===== config.mk =====
export PLATFORM = sky130hd
export DESIGN_NAME = res_text_renderer
export DESIGN_NICKNAME = d
export VERILOG_FILES = /design/src/rtl/res_text_renderer_pkg.sv /design/src/rtl/res_text_renderer_serializer.sv /design/src/rtl/res_text_renderer.sv
export SDC_FILE = /design/constraint.sdc
export NUM_CORES = 1
export LEC_CHECK = 0
export CAP_MARGIN = 40
export CORE_UTILIZATION = 35
export CTS_CLUSTER_DIAMETER = 100
export CTS_CLUSTER_SIZE = 10
export DETAILED_ROUTE_END_ITERATION = 16
export GPL_TIMING_DRIVEN = 0
export MAX_ROUTING_LAYER = met4
export PLACE_DENSITY = 0.65
export SETUP_SLACK_MARGIN = 0.05
export SLEW_MARGIN = 20
export SYNTH_ARGS = -nofsm -noshare
export SYNTH_HDL_FRONTEND = slang
export SYNTH_SLANG_ARGS = --single-unit

===== constraint.sdc =====
create_clock -name clock -period 2.2 [get_ports clock]
set_input_delay 0.44 -clock clock [delete_from_list [all_inputs] [get_ports clock]]
set_output_delay 0.44 -clock clock [all_outputs]
set_load 0.01 [all_outputs]

===== src/rtl/res_text_renderer_pkg.sv =====
// Shared types and constants for the resolution-text renderer.
// The ROM row width mirrors the resolution character ROM's line size.
package res_text_renderer_pkg;

  localparam int RESLINE_SIZE   = 136;
  localparam int RT_ROM_LATENCY = 1;

  typedef enum logic [2:0] {
    IDLE,
    FETCH,
    WAIT,
    ARMED,
    SHIFT
  } rt_state_t;

endpackage


===== src/rtl/res_text_renderer_serializer.sv =====
// Row serializer: holds one ROM row and emits it MSB-first, repeating
// every bit 2^SCALE_SHIFT times while enabled.
module rt_serializer #(
  parameter int LINE_WIDTH  = 136,
  parameter int SCALE_SHIFT = 1
) (
  input  logic                  clock,
  input  logic                  reset_n,
  input  logic                  load,
  input  logic [LINE_WIDTH-1:0] load_data,
  input  logic                  enable,
  output logic                  msb,
  output logic                  done
);

  localparam int CNT_W = (LINE_WIDTH > 1) ? $clog2(LINE_WIDTH) : 1;
  localparam logic [1:0] REP_MAX = 2'((1 << SCALE_SHIFT) - 1);
  localparam logic [CNT_W-1:0] CNT_INIT = CNT_W'(LINE_WIDTH - 1);

  logic [LINE_WIDTH-1:0] shift_q, shift_d;
  logic [CNT_W-1:0]      bit_cnt_q, bit_cnt_d;
  logic [1:0]            rep_cnt_q, rep_cnt_d;
  logic                  rep_wrap;

  assign rep_wrap = (rep_cnt_q == REP_MAX);
  assign msb      = shift_q[LINE_WIDTH-1];
  assign done     = enable && rep_wrap && (bit_cnt_q == '0);

  always_comb begin
    shift_d   = shift_q;
    bit_cnt_d = bit_cnt_q;
    rep_cnt_d = rep_cnt_q;
    if (load) begin
      shift_d   = load_data;
      bit_cnt_d = CNT_INIT;
      rep_cnt_d = 2'd0;
    end else if (enable) begin
      rep_cnt_d = rep_wrap ? 2'd0 : rep_cnt_q + 2'd1;
      // Advance to the next bit only after its last replica went out.
      if (rep_wrap) begin
        shift_d   = shift_q << 1;
        bit_cnt_d = bit_cnt_q - 1'b1;
      end
    end
  end

  always_ff @(posedge clock or negedge reset_n) begin
    if (!reset_n) begin
      shift_q   <= '0;
      bit_cnt_q <= '0;
      rep_cnt_q <= 2'd0;
    end else begin
      shift_q   <= shift_d;
      bit_cnt_q <= bit_cnt_d;
      rep_cnt_q <= rep_cnt_d;
    end
  end

endmodule


===== src/rtl/res_text_renderer.sv =====
// Resolution-text renderer: fetches one character-ROM row per video line and
// serializes it, scaled, into a pixel stream at a fixed window position.
module res_text_renderer
  import res_text_renderer_pkg::*;
#(
  parameter int LINE_WIDTH  = RESLINE_SIZE,
  parameter int ROWS        = 16,
  parameter int X_POS       = 16,
  parameter int Y_POS       = 16,
  parameter int SCALE_SHIFT = 1
) (
  input  logic                  clock,
  input  logic                  reset_n,
  input  logic                  line_start,
  input  logic [11:0]           x,
  input  logic [11:0]           y,
  input  logic                  de,
  output logic [3:0]            rom_addr,
  input  logic [LINE_WIDTH-1:0] rom_q,
  output logic                  pixel_on,
  output logic                  de_out
);

  rt_state_t   state_q, state_d;
  logic [3:0]  rom_addr_q, rom_addr_d;
  logic        pixel_on_q, pixel_on_d;
  logic        de_out_q, de_out_d;

  logic [11:0] ry;
  logic [11:0] ry_row;
  logic        in_window;
  logic        hit;
  logic        ser_load;
  logic        ser_en;
  logic        ser_msb;
  logic        ser_done;

  // The y >= Y_POS term rejects lines whose subtraction wrapped.
  assign ry        = y - 12'(Y_POS);
  assign ry_row    = ry >> SCALE_SHIFT;
  assign in_window = (y >= 12'(Y_POS)) && (ry_row < 12'(ROWS));

  assign hit      = (state_q == ARMED) && de && (x == 12'(X_POS));
  assign ser_load = (state_q == WAIT);
  assign ser_en   = !line_start && (hit || ((state_q == SHIFT) && de));

  rt_serializer #(
    .LINE_WIDTH (LINE_WIDTH),
    .SCALE_SHIFT(SCALE_SHIFT)
  ) u_serializer (
    .clock    (clock),
    .reset_n  (reset_n),
    .load     (ser_load),
    .load_data(rom_q),
    .enable   (ser_en),
    .msb      (ser_msb),
    .done     (ser_done)
  );

  always_comb begin
    state_d    = state_q;
    rom_addr_d = rom_addr_q;
    pixel_on_d = ser_en && ser_msb;
    de_out_d   = de;
    // A new line always wins, aborting whatever line was in flight.
    if (line_start) begin
      if (in_window) begin
        rom_addr_d = ry_row[3:0];
        state_d    = FETCH;
      end else begin
        state_d = IDLE;
      end
    end else begin
      case (state_q)
        IDLE:    state_d = IDLE;
        FETCH:   state_d = WAIT;
        WAIT:    state_d = ARMED;
        ARMED:   if (hit) state_d = ser_done ? IDLE : SHIFT;
        SHIFT:   if (ser_done) state_d = IDLE;
        default: state_d = IDLE;
      endcase
    end
  end

  always_ff @(posedge clock or negedge reset_n) begin
    if (!reset_n) begin
      state_q    <= IDLE;
      rom_addr_q <= 4'd0;
      pixel_on_q <= 1'b0;
      de_out_q   <= 1'b0;
    end else begin
      state_q    <= state_d;
      rom_addr_q <= rom_addr_d;
      pixel_on_q <= pixel_on_d;
      de_out_q   <= de_out_d;
    end
  end

  assign rom_addr = rom_addr_q;
  assign pixel_on = pixel_on_q;
  assign de_out   = de_out_q;

endmodule


# --- After elaboration in Yosys (flattened, before gate mapping) ---
# Index checks and enable logic that the tools add are counted.
totals:
  register_bits: 155
  out_inout_bits: 6
  wordCells: 51
op_classes:
  n_addsub: 3
  magnitude_cmp: 2
  eq_ne: 8
  muxes: 15
  n_reduce_logical: 16
ops:
  columns: ["cell", "count"]
  rows:
  - ["$mux W136", 3]
  - ["$mux W8", 3]
  - ["$eq A12 B5 Y1 const B", 1]
  - ["$ge A12 B5 Y1 const B", 1]
  - ["$mux W3", 4]
  - ["$pmux W3 S4", 1]
  - ["$sub A12 B5 Y12 const B", 1]
  - ["$lt A11 B5 Y1 const B", 1]
  - ["$logic_and A1 B1 Y1", 8]
  - ["$logic_not A8 Y1", 1]
  - ["$sub A8 B1 Y8 const B", 1]
  - ["$eq A3 B2 Y1 const B", 2]
  - ["$mux W2", 3]
  - ["$ne A3 B3 Y1 const B", 2]
  - ["$reduce_and A2 Y1", 3]
  - ["$reduce_bool A2 Y1", 2]
  - ["$eq A3 B1 Y1 const B", 1]
  - ["$eq A3 B3 Y1 const B", 1]
  - ["$add A2 B1 Y2 const B", 1]
  - ["$eq A2 B1 Y1 const B", 1]
  - ["$logic_not A1 Y1", 1]
  - ["$logic_or A1 B1 Y1", 1]
  - ["$mux W1", 1]

# --- Longest topological paths before layout ---
# Gate-level depths: netlist of run 1.
depth:
  depth_word: 11
  ltp_mapped: 7
  ltp_nobuf: 7

# --- Cells and area by module ---
# From an unflattened synthesis of run 1, not the netlist that was laid out.
hier_totals:
  hier_cells: 683
  hier_area_um2: 7244.4
by_module_without_submodules:
  columns: ["mod", "n_inst", "cells_per_inst", "area_each_um2", "seq_area_each_um2"]
  rows:
  - ["rt_serializer", 1, 642, 6771.5, 3653.5]
  - ["res_text_renderer", 1, 41, 473.0, 225.2]

# --- Worst setup path after synthesis of run 1 ---
# OpenSTA, ideal clock, no wires.
synth_timing:
  path_type: "input to register"
  startpoint: "input port x[2]"
  endpoint: "register u_serializer.bit_cnt_q[1]"
  setup_ns: 0.142
  arrival_ns: 1.801
  t_required_ns: 2.058
  slack_ns: 0.257
  path_stages: 7
  path_buffers: 2
  path_cell_list: "nor4b_2 nand4_4 a211o_1 buf_2 buf_2 nand2_1 o211ai_1"
synth_between:
  elab_chain_len: 6
synth_lines:
  columns: ["item", "line_no", "source"]
  rows:
  - ["start, declared", "res_text_renderer.sv:15", "input logic [11:0] x,"]
  - ["$eq A12 B5 Y1", "res_text_renderer.sv:43", "assign hit = (state_q == ARMED) && de && (x == 12'(X_POS));"]
  - ["$logic_and A1 B1 Y1", "res_text_renderer.sv:43", null]
  - ["$logic_or A1 B1 Y1", "res_text_renderer.sv:45", "assign ser_en = !line_start && (hit || ((state_q == SHIFT) && de));"]
  - ["$logic_and A1 B1 Y1", "res_text_renderer.sv:45", null]
  - ["$reduce_bool A2 Y1 (no line)", null, null]
  - ["$reduce_and A2 Y1 (no line)", null, null]
  - ["end signal, assigned", "res_text_renderer_serializer.sv:54", "bit_cnt_q <= bit_cnt_d;"]
  - ["end, declared", "res_text_renderer_serializer.sv:21", "logic [CNT_W-1:0] bit_cnt_q, bit_cnt_d;"]
# No other way between the ends.
# A chain may end at the register's enable or synchronous reset.

# --- Worst setup path in the final report of run 1 ---
layout_timing:
  startpoint: "input port x[2]"
  endpoint: "register u_serializer.shift_q[55]"
layout_between:
  elab_chain_len: 6
layout_lines:
  columns: ["item", "line_no", "source"]
  rows:
  - ["$eq A12 B5 Y1", "res_text_renderer.sv:43", null]
  - ["$logic_and A1 B1 Y1", "res_text_renderer.sv:43", null]
  - ["$logic_or A1 B1 Y1", "res_text_renderer.sv:45", null]
  - ["$logic_and A1 B1 Y1", "res_text_renderer.sv:45", null]
  - ["$reduce_bool A2 Y1 (no line)", null, null]
  - ["$reduce_and A2 Y1 (no line)", null, null]
  - ["end signal, assigned", "res_text_renderer_serializer.sv:53", "shift_q <= shift_d;"]
  - ["end, declared", "res_text_renderer_serializer.sv:20", "logic [LINE_WIDTH-1:0] shift_q, shift_d;"]
# No other way between the ends.

==> reports/qor.yml, run 1 <==
outcome:
  status: "complete, no violations"
final_layout:
  n_fill_cell: 1998
  multi_input_area_um2: 2960
  design_area_um2: 9810
  area.sequential_um2: 3880
  area.growth.synth_to_final_pct: 38.1
  nets: 1195
  drive_gt1_share_pct: 9.40
sta:
  rsz0062_at_grt: "true"
  drv_slew: 0
  fin_crit_sh_pct: 93.9
  setup_tns_ns: 0
  tightest_slew_ns: 0.743
  fin_hold_ws_ns: 0.0416
  fmax_mhz: 484
  setup_viol: 0
  report.final.hold_viol_count: 0
  finalCriticalPeriod_ns: 2.06
  fin_skew_ns: 0.00913
  setup_slack_ns: 0.135
  relSlewSlack_pct: 50.5
power_and_ir_drop:
  peakVddDrop_uv: 497
  internal_power_mw: 6.32
  pwr-share-clk_pct: 32.2
  power.switching_mw: 2.36
  powerDensity_nw_per_um2: 885
  combPwrFrac_pct: 17.1
  power_mw: 8.68
  switching_share_pct: 27.2
  p_leak_nw: 4.35
  p_seq_share_pct: 50.7
synth:
  synth_nets: 1004
  ys.flop_type: "dfrtp_1"
  seq_area_frac_synth_pct: 54.6
  ys_warn_count: 0
  ys_ff_latch: 155
  syn_inst: 838
  synth_cell_types: 39
  synth_edf_count: 0
  async_flop_share_pct: 100
  avgSynthCellArea_um2: 8.47
  synth_area_um2: 7100
global_routing:
  grt_pass1_vias: 6195
  grt_max_degree: 95
  grt_usage_pct: 20.0
  grt_antenna_before_repair: 3
  overflow: 0
  grt_pass1_wl_um: 31000
clock_network:
  clk_path_buf_depth: 2
  clkSlewWorstSetupHoldPaths_ns: 0.06
  tritoncts: "yes"
  clkLatencyLatePin_ns: 0.43
  cts_root_buf: "clkbuf_16"
  h-tree-depth: 4
  cts_inserted_buffers: 17
  cts.sinks: 155
  postCtsHoldBufs: 0
critical_path:
  path_class: "in2reg"
  crit_buf_inv: 3
  crit_slowest_cell: "clkdlybuf4s50_1"
  worstPathCellList: "clkdlybuf4s50_1, nor4b_4, nand4_4, a211o_1, clkbuf_4, clkbuf_4, nand3_1, nand3_1"
  critPathMaxFanout: 10
  crit_family: "buffers and inverters"
  reg2reg_setup_slack_ns: 0.22
  crit-reg2reg-launch: "state_q[2]"
  slowest_delay_ns: 0.45
  worstPathArrival_ns: 2.37
  r2r_cells: 7
  critPathLaunchType: "input port"
  reg2reg_to: "u_serializer.shift_q[55]"
  cp-end-kind: "flip-flop"
  cp_data_required_time_ns: 2.50
hold_path:
  hold_path_class: "in2async"
detailed_routing:
  ant_nets: 0
  vias_per_cell: 4.86
  drc: 0
  dr.first_iter.drc_count: 337
  routed-via-count: 6368
  first_pass_iters: 5
  wl_um: 19200
  wl_per_cell_um: 14.7
placed_design:
  place_hpwl_um: 13600
  place.gp.congestion: 0.790
  io_buffers: 168
  dpl_cell_area_um2: 9160
  pre_cts_slack_ns: -0.543
die:
  die_y_um: 144
  start_util_pct: 36.1
  die_w_um: 144
  fp-row-count: 51
  core_um2: 19700
  die_area_um2: 20900
  boundaryPins: 170
job:
  drv_cap: 0
[worst max-delay path by stage]
stage	startpoint	end	slack (ns)	cells after the start
floorplan	x[2]	u_serializer.bit_cnt_q[1]	0.26	7
global placement	reset_n	u_serializer.shift_q[118]	-5.86	1
detailed placement	x[2]	u_serializer.bit_cnt_q[0]	-0.54	8
CTS	state_q[2]	u_serializer.shift_q[20]	0.05	7
global route	x[5]	u_serializer.shift_q[65]	0.03	8
finish	x[2]	u_serializer.shift_q[55]	0.14	8
[synth_stat cells (2+ instances only)]
| cell type | instances | area share, % |
|---|---|---|
| a2111oi_2 | 3 | 0.63 |
| a21oi_1 | 7 | 0.49 |
| a31o_2 | 2 | 0.25 |
| a31oi_1 | 11 | 0.97 |
| and2_1 | 2 | 0.18 |
| buf_1 | 14 | 0.74 |
| buf_2 | 31 | 2.2 |
| clkbuf_1 | 16 | 0.85 |
| dfrtp_1 | 155 | 55 |
| ha_1 | 2 | 0.35 |
| inv_1 | 4 | 0.21 |
| mux2_2 | 4 | 0.63 |
| nand2_1 | 280 | 15 |
| nand2b_1 | 2 | 0.18 |
| nand3_1 | 248 | 17 |
| nor2_1 | 25 | 1.3 |
| nor3_1 | 2 | 0.14 |
| nor4_1 | 3 | 0.26 |
| xnor2_1 | 7 | 0.86 |
[routing by layer]
layer	part of all wire, %	vias up	track usage, %
met5	0	-	-
met4	0.96	0	5.87
met3	5.1	13	5.13
met2	47	136	30.7
met1	47	3014	26.0
li1	-	3205	-
[timing repair]
action | CTS | global route
pin swaps | 1 | 1
setup buffers | 2 | 0
endpoints found under the setup margin | 138 | 133
resized for setup | 7 | 31
[cell type report]
cell class / instances / share of cell area [%]
Antenna cell: 3 / 0.0766
Buffer: 62 / 3.27
Clock buffer: 21 / 4.70
Clock inverter: 11 / 0.983
Inverter: 4 / 0.153
Multi-Input combinational cell: 617 / 30.1
Sequential cell: 155 / 39.6
Tap cell: 265 / 3.38
Timing Repair Buffer: 172 / 17.7
[power by group through the flow]
stage / clock [mW] / sequential [mW] / combinational [mW]
2_1_floorplan: 0 / 4.29 / 0.960
3_5_place_dp: 0 / 4.43 / 1.51
4_1_cts: 2.85 / 4.40 / 1.51
6_report: 2.79 / 4.40 / 1.48
3_3_place_gp: 0 / 4.42 / 1.43
5_1_grt: 3.00 / 4.53 / 1.72
[state kept, by name, indices dropped and copies added (netlist names)]
register / flops
u_serializer.rep_cnt_q: 2
state_q: 3
pixel_on: 1
u_serializer.bit_cnt_q: 8
rom_addr: 4
de_out: 1
u_serializer.shift_q: 136
[worst register-to-register path, cell delays in order, from the launching register on]
cell and delay (ns):
dfrtp_1 0.45, nor4b_4 0.28, nand4_4 0.17, a211o_1 0.34, clkbuf_4 0.21, clkbuf_4 0.22
nand3_1 0.10, nand3_1 0.08
[cells in the final DEF, fill, tap and decap left out, drive strengths merged, types with 3 or more instances in the layout]
cell / n
nand3: 248
xnor2: 7
nor4: 4
nor2: 25
buf: 43
a31oi: 11
inv: 4
clkbuf: 45
diode: 3
a21oi: 7
clkdlybuf4s50: 167
clkinv: 5
nand2: 280
a2111oi: 4
mux2: 4
clkinvlp: 5
dfrtp: 155
[stage by stage]
stage,instances,util (%)
after floorplan,838,-
after global placement,1271,46.4
after CTS,1307,49.6
after detailed placement,1273,46.6
final,1310,49.9
after global routing,1310,49.9
[cell families after synthesis]
family | synth area share [%]
compound gates | 3.17
xor+xnor | 0.864
fa+ha+maj | 0.352
buf+inv | 4.09
flops | 54.6
mux | 0.634
simple gates | 36.3
Note: power is estimated with default switching activity, not from simulation.
==> run 2, diff against run 1 <==
--- a/config.mk
+++ b/config.mk
@@ -18,3 +18,4 @@
 export SYNTH_ARGS = -nofsm -noshare
 export SYNTH_HDL_FRONTEND = slang
 export SYNTH_SLANG_ARGS = --single-unit
+export TNS_END_PERCENT = 1
==> run 2 against run 1 <==
Effect of this change: maximum frequency decreased by 2.5%; flip-flop and latch count unchanged; hold slack got worse by 0.014 ns; highest routed layer unchanged; wire length increased by 0.96%; global-route usage about the same.
==> reports/qor.yml, run 2 (synthesis results as in run 1) <==
final_layout:
  layout_common_cells: "nand2_1 (280), nand3_1 (247), clkdlybuf4s50_1 (167)"  # unchanged
  nets: 1199  # was 1195
  n_fill_cell: 1990  # was 1998
  largest_reg_flops: 136  # unchanged
  drive_gt1_share_pct: 9.66  # was 9.40%
  final_common_cell: "nand2_1"  # unchanged
  area.sequential_um2: 3880  # unchanged
  regMostFlops: "u_serializer.shift_q"  # unchanged
  multi_input_area_um2: 2960  # about the same
  area.growth.synth_to_final_pct: 39.0  # was 38.1%
die:
  start_util_pct: 36.1  # unchanged
  core_um2: 19700  # unchanged
  boundaryPins: 170  # unchanged
  die_w_um: 144  # unchanged
  die_area_um2: 20900  # unchanged
  die_y_um: 144  # unchanged
  fp-row-count: 51  # unchanged
sta:
  setup_viol: 0  # unchanged
  fin_crit_sh_pct: 96.2  # was 93.9%
  fmax_mhz: 472  # was 484 MHz
  setup_slack_ns: 0.0826  # was 0.135 ns
  relSlewSlack_pct: 49.7  # was 50.5%
  fin_skew_ns: 0.00760  # was 0.00913 ns
  finalCriticalPeriod_ns: 2.12  # was 2.06 ns
  tightest_slew_ns: 0.754  # was 0.743 ns
  report.final.hold_viol_count: 0  # unchanged
  drv_slew: 0  # unchanged
  rsz0062_at_grt: "true"  # unchanged
  setup_tns_ns: 0  # unchanged
placed_design:
  place_hpwl_um: 13600  # unchanged
  place.gp.congestion: 0.790  # unchanged
  io_buffers: 168  # unchanged
  pre_cts_slack_ns: -0.543  # unchanged
critical_path:
  critPathMaxFanout: 10  # unchanged
  cp_data_required_time_ns: 2.56  # was 2.50 ns
  cp-end-kind: "flip-flop"  # unchanged
  critPathLaunchType: "input port"  # unchanged
  path_class: "in2reg"  # unchanged
  worstPathArrival_ns: 2.48  # was 2.37 ns
clock_network:
  h-tree-depth: 4  # unchanged
  postCtsHoldBufs: 0  # unchanged
  cts_inserted_buffers: 17  # unchanged
  tritoncts: "yes"  # unchanged
  cts_root_buf: "clkbuf_16"  # unchanged
  clkLatencyLatePin_ns: 0.42  # was 0.43 ns
  clk_path_buf_depth: 2  # unchanged
  clkSlewWorstSetupHoldPaths_ns: 0.06  # about the same
  cts.sinks: 155  # unchanged
detailed_routing:
  wl_um: 19400  # was 19200 um
  wl_per_cell_um: 14.8  # was 14.7 um
  drc: 0  # unchanged
  routed-via-count: 6451  # was 6368
  first_pass_iters: 5  # unchanged
  ant_nets: 0  # unchanged
  vias_per_cell: 4.91  # was 4.86
  dr.first_iter.drc_count: 363  # was 337
outcome:
  status: "complete, no violations"  # unchanged
power_and_ir_drop:
  powerDensity_nw_per_um2: 879  # was 885 nW/um2
  p_leak_nw: 4.36  # was 4.35 nW
  peakVddDrop_uv: 500  # was 497 uV
job:
  drv_cap: 0  # unchanged
global_routing:
  grt_antenna_before_repair: 3  # unchanged
  grt_pass1_wl_um: 30900  # was 31000 um
  overflow: 0  # unchanged
  grt_usage_pct: 20.0  # about the same
  grt_pass1_vias: 6178  # was 6195
  grt_max_degree: 95  # unchanged
hold_path:
  hold_path_class: "in2async"  # unchanged
run 2: cell count changes in the layout (fill, tap and decap cells not counted):
cell,delta
a211oi_2,-1
a211oi_4,+1
buf_2,-7
buf_4,+2
buf_6,+3
clkbuf_1,+1
clkbuf_4,+5
run 2: metrics by stage:
step                      cells  hold slack (ns)  power, mW  utilization [%]  cell area [um2]
after detailed placement   1273            0.460       5.94             46.6             9160
after global placement     1271            0.456       5.85             46.4             9110
after floorplan             838            0.144       5.25                -             7100
after global routing       1314           0.0786       9.25             50.2             9870
after CTS                  1305           0.0668       8.77             49.5             9740
final                      1314           0.0271       8.67             50.2             9870
run 2: layout make-up:
| class | count | share of cell area, % |
|---|---|---|
| inverters | 4 | 0.152 |
| multi-input cells | 617 | 30.0 |
| plain buffers | 62 | 3.46 |
| clock inverters | 11 | 0.976 |
| flip-flops and latches | 155 | 39.3 |
| well taps | 265 | 3.36 |
| repair buffers | 176 | 18.0 |
| diodes | 3 | 0.0761 |
| clock buffers | 21 | 4.67 |
run 2: what timing repair did:
action,CTS,global route
cloned,0,1
resized for setup,5,45
setup buffers,0,5
setup endpoints to repair,138,137
pin swaps,0,5
run 2: worst paths after layout:
kind                                          startpoint                         to  slack (ns)  depth (start not counted)
worst max-delay path                               x[10]  u_serializer.shift_q[121]        0.08                          9
worst min-delay path                             reset_n   u_serializer.shift_q[63]        0.03                          1
worst max register to register                state_q[2]  u_serializer.shift_q[121]        0.17                          8
worst min register to register  u_serializer.shift_q[77]   u_serializer.shift_q[78]        0.47                          2
max in group asynchronous                        reset_n   u_serializer.shift_q[96]        1.40                          2
min in group clock              u_serializer.shift_q[77]   u_serializer.shift_q[78]        0.47                          2
run 2: routing by layer:
metal | up-vias | global-route usage, % | share of wire [%]
met5 | - | - | 0
met4 | 0 | 5.87 | 0.94
met3 | 12 | 5.13 | 5.7
met2 | 164 | 30.6 | 48
met1 | 3060 | 26.0 | 46
li1 | 3215 | - | -
run 2: critical path, cell delays in order:
cell	delay (ns)
clkdlybuf4s50_1	0.44
nor4_4	0.36
nand4_4	0.22
a211oi_4	0.34
buf_4	0.20
buf_6	0.14
clkbuf_4	0.21
nand2_1	0.07
nand3_1	0.07
run 2: where the power goes:
group | internal, mW | switching, mW | leakage [nW]
sequential | 3.86 | 0.540 | 1.92
clock | 1.61 | 1.18 | 0.261
combinational | 0.850 | 0.635 | 2.18
==> run 3, diff against run 2 <==
--- a/config.mk
+++ b/config.mk
@@ -14,6 +14,7 @@
 export MAX_ROUTING_LAYER = met4
 export PLACE_DENSITY = 0.65
 export SETUP_SLACK_MARGIN = 0.05
+export SKIP_CTS_REPAIR_TIMING = 1
 export SLEW_MARGIN = 20
 export SYNTH_ARGS = -nofsm -noshare
 export SYNTH_HDL_FRONTEND = slang
==> run 3 against run 2 <==
Effect of this change: clock power hardly changed; highest routed layer unchanged; hold slack improved by 0.021 ns; final area is 0.60% lower; count of clock-buffer cells in the layout is the same; flip-flop and latch count is the same; critical path type unchanged; sequential power barely moved; clock skew hardly changed; combinational power about the same; sequential share of layout area up 0.24 points; critical path depth is 1 lower; non-clock buffer count is 3 lower.
==> reports/qor.yml, run 3 (synthesis results as in run 1) <==
outcome:
  status: "complete, no violations"  # unchanged
clock_network:
  h-tree-depth: 4  # unchanged
  clkSlewWorstSetupHoldPaths_ns: 0.06  # about the same
  clkLatencyLatePin_ns: 0.42  # about the same
  cts.sinks: 155  # unchanged
  cts_root_buf: "clkbuf_16"  # unchanged
  clk_path_buf_depth: 2  # unchanged
  cts_inserted_buffers: 17  # unchanged
  tritoncts: "yes"  # unchanged
power_and_ir_drop:
  switching_share_pct: 27.2  # was 27.1%
  powerDensity_nw_per_um2: 885  # was 879 nW/um2
  peakVddDrop_uv: 497  # was 500 uV
  p_seq_share_pct: 50.7  # was 50.8%
  power.switching_mw: 2.36  # was 2.35 mW
  combPwrFrac_pct: 17.1  # about the same
  pwr-share-clk_pct: 32.2  # was 32.1%
  internal_power_mw: 6.32  # unchanged
  p_leak_nw: 4.35  # was 4.36 nW
sta:
  tightest_slew_ns: 0.737  # was 0.754 ns
  finalCriticalPeriod_ns: 2.11  # was 2.12 ns
  fin_crit_sh_pct: 96.0  # was 96.2%
  report.final.hold_viol_count: 0  # unchanged
  setup_tns_ns: 0  # unchanged
  fmax_mhz: 474  # was 472 MHz
  relSlewSlack_pct: 50.9  # was 49.7%
  rsz0062_at_grt: "true"  # unchanged
  fin_hold_ws_ns: 0.0477  # was 0.0271 ns
  setup_viol: 0  # unchanged
  fin_skew_ns: 0.00808  # was 0.00760 ns
  drv_slew: 0  # unchanged
final_layout:
  multi_input_area_um2: 2960  # about the same
  drive_gt1_share_pct: 9.40  # was 9.66%
  final_core_util_pct: 49.9  # was 50.2%
  area.growth.synth_to_final_pct: 38.2  # was 39.0%
  regMostFlops: "u_serializer.shift_q"  # unchanged
  largest_reg_flops: 136  # unchanged
  n_fill_cell: 1995  # was 1990
  nets: 1196  # was 1199
  area.sequential_um2: 3880  # unchanged
  final_common_cell: "nand2_1"  # unchanged
  layout_common_cells: "nand2_1 (280), nand3_1 (247), clkdlybuf4s50_1 (167)"  # unchanged
die:
  boundaryPins: 170  # unchanged
  die_y_um: 144  # unchanged
  fp-row-count: 51  # unchanged
  die_area_um2: 20900  # unchanged
  core_um2: 19700  # unchanged
  die_w_um: 144  # unchanged
  start_util_pct: 36.1  # unchanged
placed_design:
  place_hpwl_um: 13600  # unchanged
  place.gp.congestion: 0.790  # unchanged
  io_buffers: 168  # unchanged
global_routing:
  grt_max_degree: 95  # unchanged
  grt_usage_pct: 19.9  # was 20.0%
  grt_pass1_vias: 6162  # was 6178
  overflow: 0  # unchanged
  grt_antenna_before_repair: 2  # was 3
  grt_pass1_wl_um: 30900  # about the same
detailed_routing:
  first_pass_iters: 5  # unchanged
  ant_nets: 0  # unchanged
  wl_um: 19200  # was 19400 um
  routed-via-count: 6410  # was 6451
  vias_per_cell: 4.89  # was 4.91
  wl_per_cell_um: 14.6  # was 14.8 um
  drc: 0  # unchanged
  dr.first_iter.drc_count: 336  # was 363
critical_path:
  reg2reg_setup_slack_ns: 0.18  # was 0.17 ns
  worstPathCellList: "clkdlybuf4s50_1, nor4b_4, nand4_4, a211oi_2, buf_6, buf_4, xnor2_1, nand2_1"  # was clkdlybuf4s50_1, nor4_4, nand4_4, a211oi_4, buf_4, buf_6, clkbuf_4, nand2_1, nand3_1
  worstPathArrival_ns: 2.41  # was 2.48 ns
  slowest_delay_ns: 0.45  # was 0.44 ns
  cp-end-kind: "flip-flop"  # unchanged
  critPathMaxFanout: 10  # unchanged
  path_class: "in2reg"  # unchanged
  critPathLaunchType: "input port"  # unchanged
  crit_slowest_cell: "clkdlybuf4s50_1"  # unchanged
  crit_family: "buffers and inverters"  # unchanged
  crit_buf_inv: 3  # was 4
  cp_data_required_time_ns: 2.50  # was 2.56 ns
hold_path:
  hold_path_class: "in2async"  # unchanged
job:
  drv_cap: 0  # unchanged
==> run 3: changes by cell type in the layout (fill, tap and decap cells not counted) <==
cell	previous run	this run
a211oi_4	1	0
buf_4	10	8
buf_2	16	22
diode_2	3	2
buf_6	5	2
a211oi_2	0	1
clkbuf_4	9	5
==> run 3: layout make-up <==
| cell class | instances | share of cell area, % |
|---|---|---|
| antenna | 2 | 0.0510 |
| clock inverter | 11 | 0.982 |
| inverter | 4 | 0.153 |
| clock buffer | 21 | 4.69 |
| buffer | 62 | 3.25 |
| tap | 265 | 3.38 |
| multi-input combinational | 617 | 30.1 |
| timing repair buffer | 173 | 17.8 |
| sequential | 155 | 39.5 |
==> run 3: layer usage <==
metal  GRT usage, %  wire length [um]
met5              -                 0
met4           5.43               174
met3           5.07              1020
met2           30.6              9100
met1           26.0              8860
==> run 3: final timing paths <==
check | from | to | cells past startpoint
max in group asynchronous | reset_n | u_serializer.shift_q[96] | 2
worst min-delay path | reset_n | u_serializer.shift_q[61] | 1
worst max register to register | state_q[2] | u_serializer.bit_cnt_q[0] | 7
worst max-delay path | x[2] | u_serializer.bit_cnt_q[0] | 8
worst min register to register | u_serializer.shift_q[77] | u_serializer.shift_q[78] | 2
min in group clock | u_serializer.shift_q[77] | u_serializer.shift_q[78] | 2
==> run 3: power by group through the flow <==
stage | sequential (mW) | combinational (mW) | clock, mW
3_3_place_gp | 4.42 | 1.43 | 0
4_1_cts | 4.40 | 1.51 | 2.85
5_1_grt | 4.53 | 1.72 | 3.00
6_report | 4.41 | 1.48 | 2.79
3_5_place_dp | 4.43 | 1.51 | 0
2_1_floorplan | 4.29 | 0.960 | 0
==> run 3: per-stage QoR <==
step	std cells	power (mW)	worst slack [ns]	cell area [um2]
after floorplan	838	5.25	0.257	7100
after global placement	1271	5.85	-5.86	9110
after detailed placement	1273	5.94	-0.543	9160
after CTS	1305	8.77	-0.154	9710
after global routing	1310	9.25	-0.0281	9810
final	1310	8.68	0.0886	9810
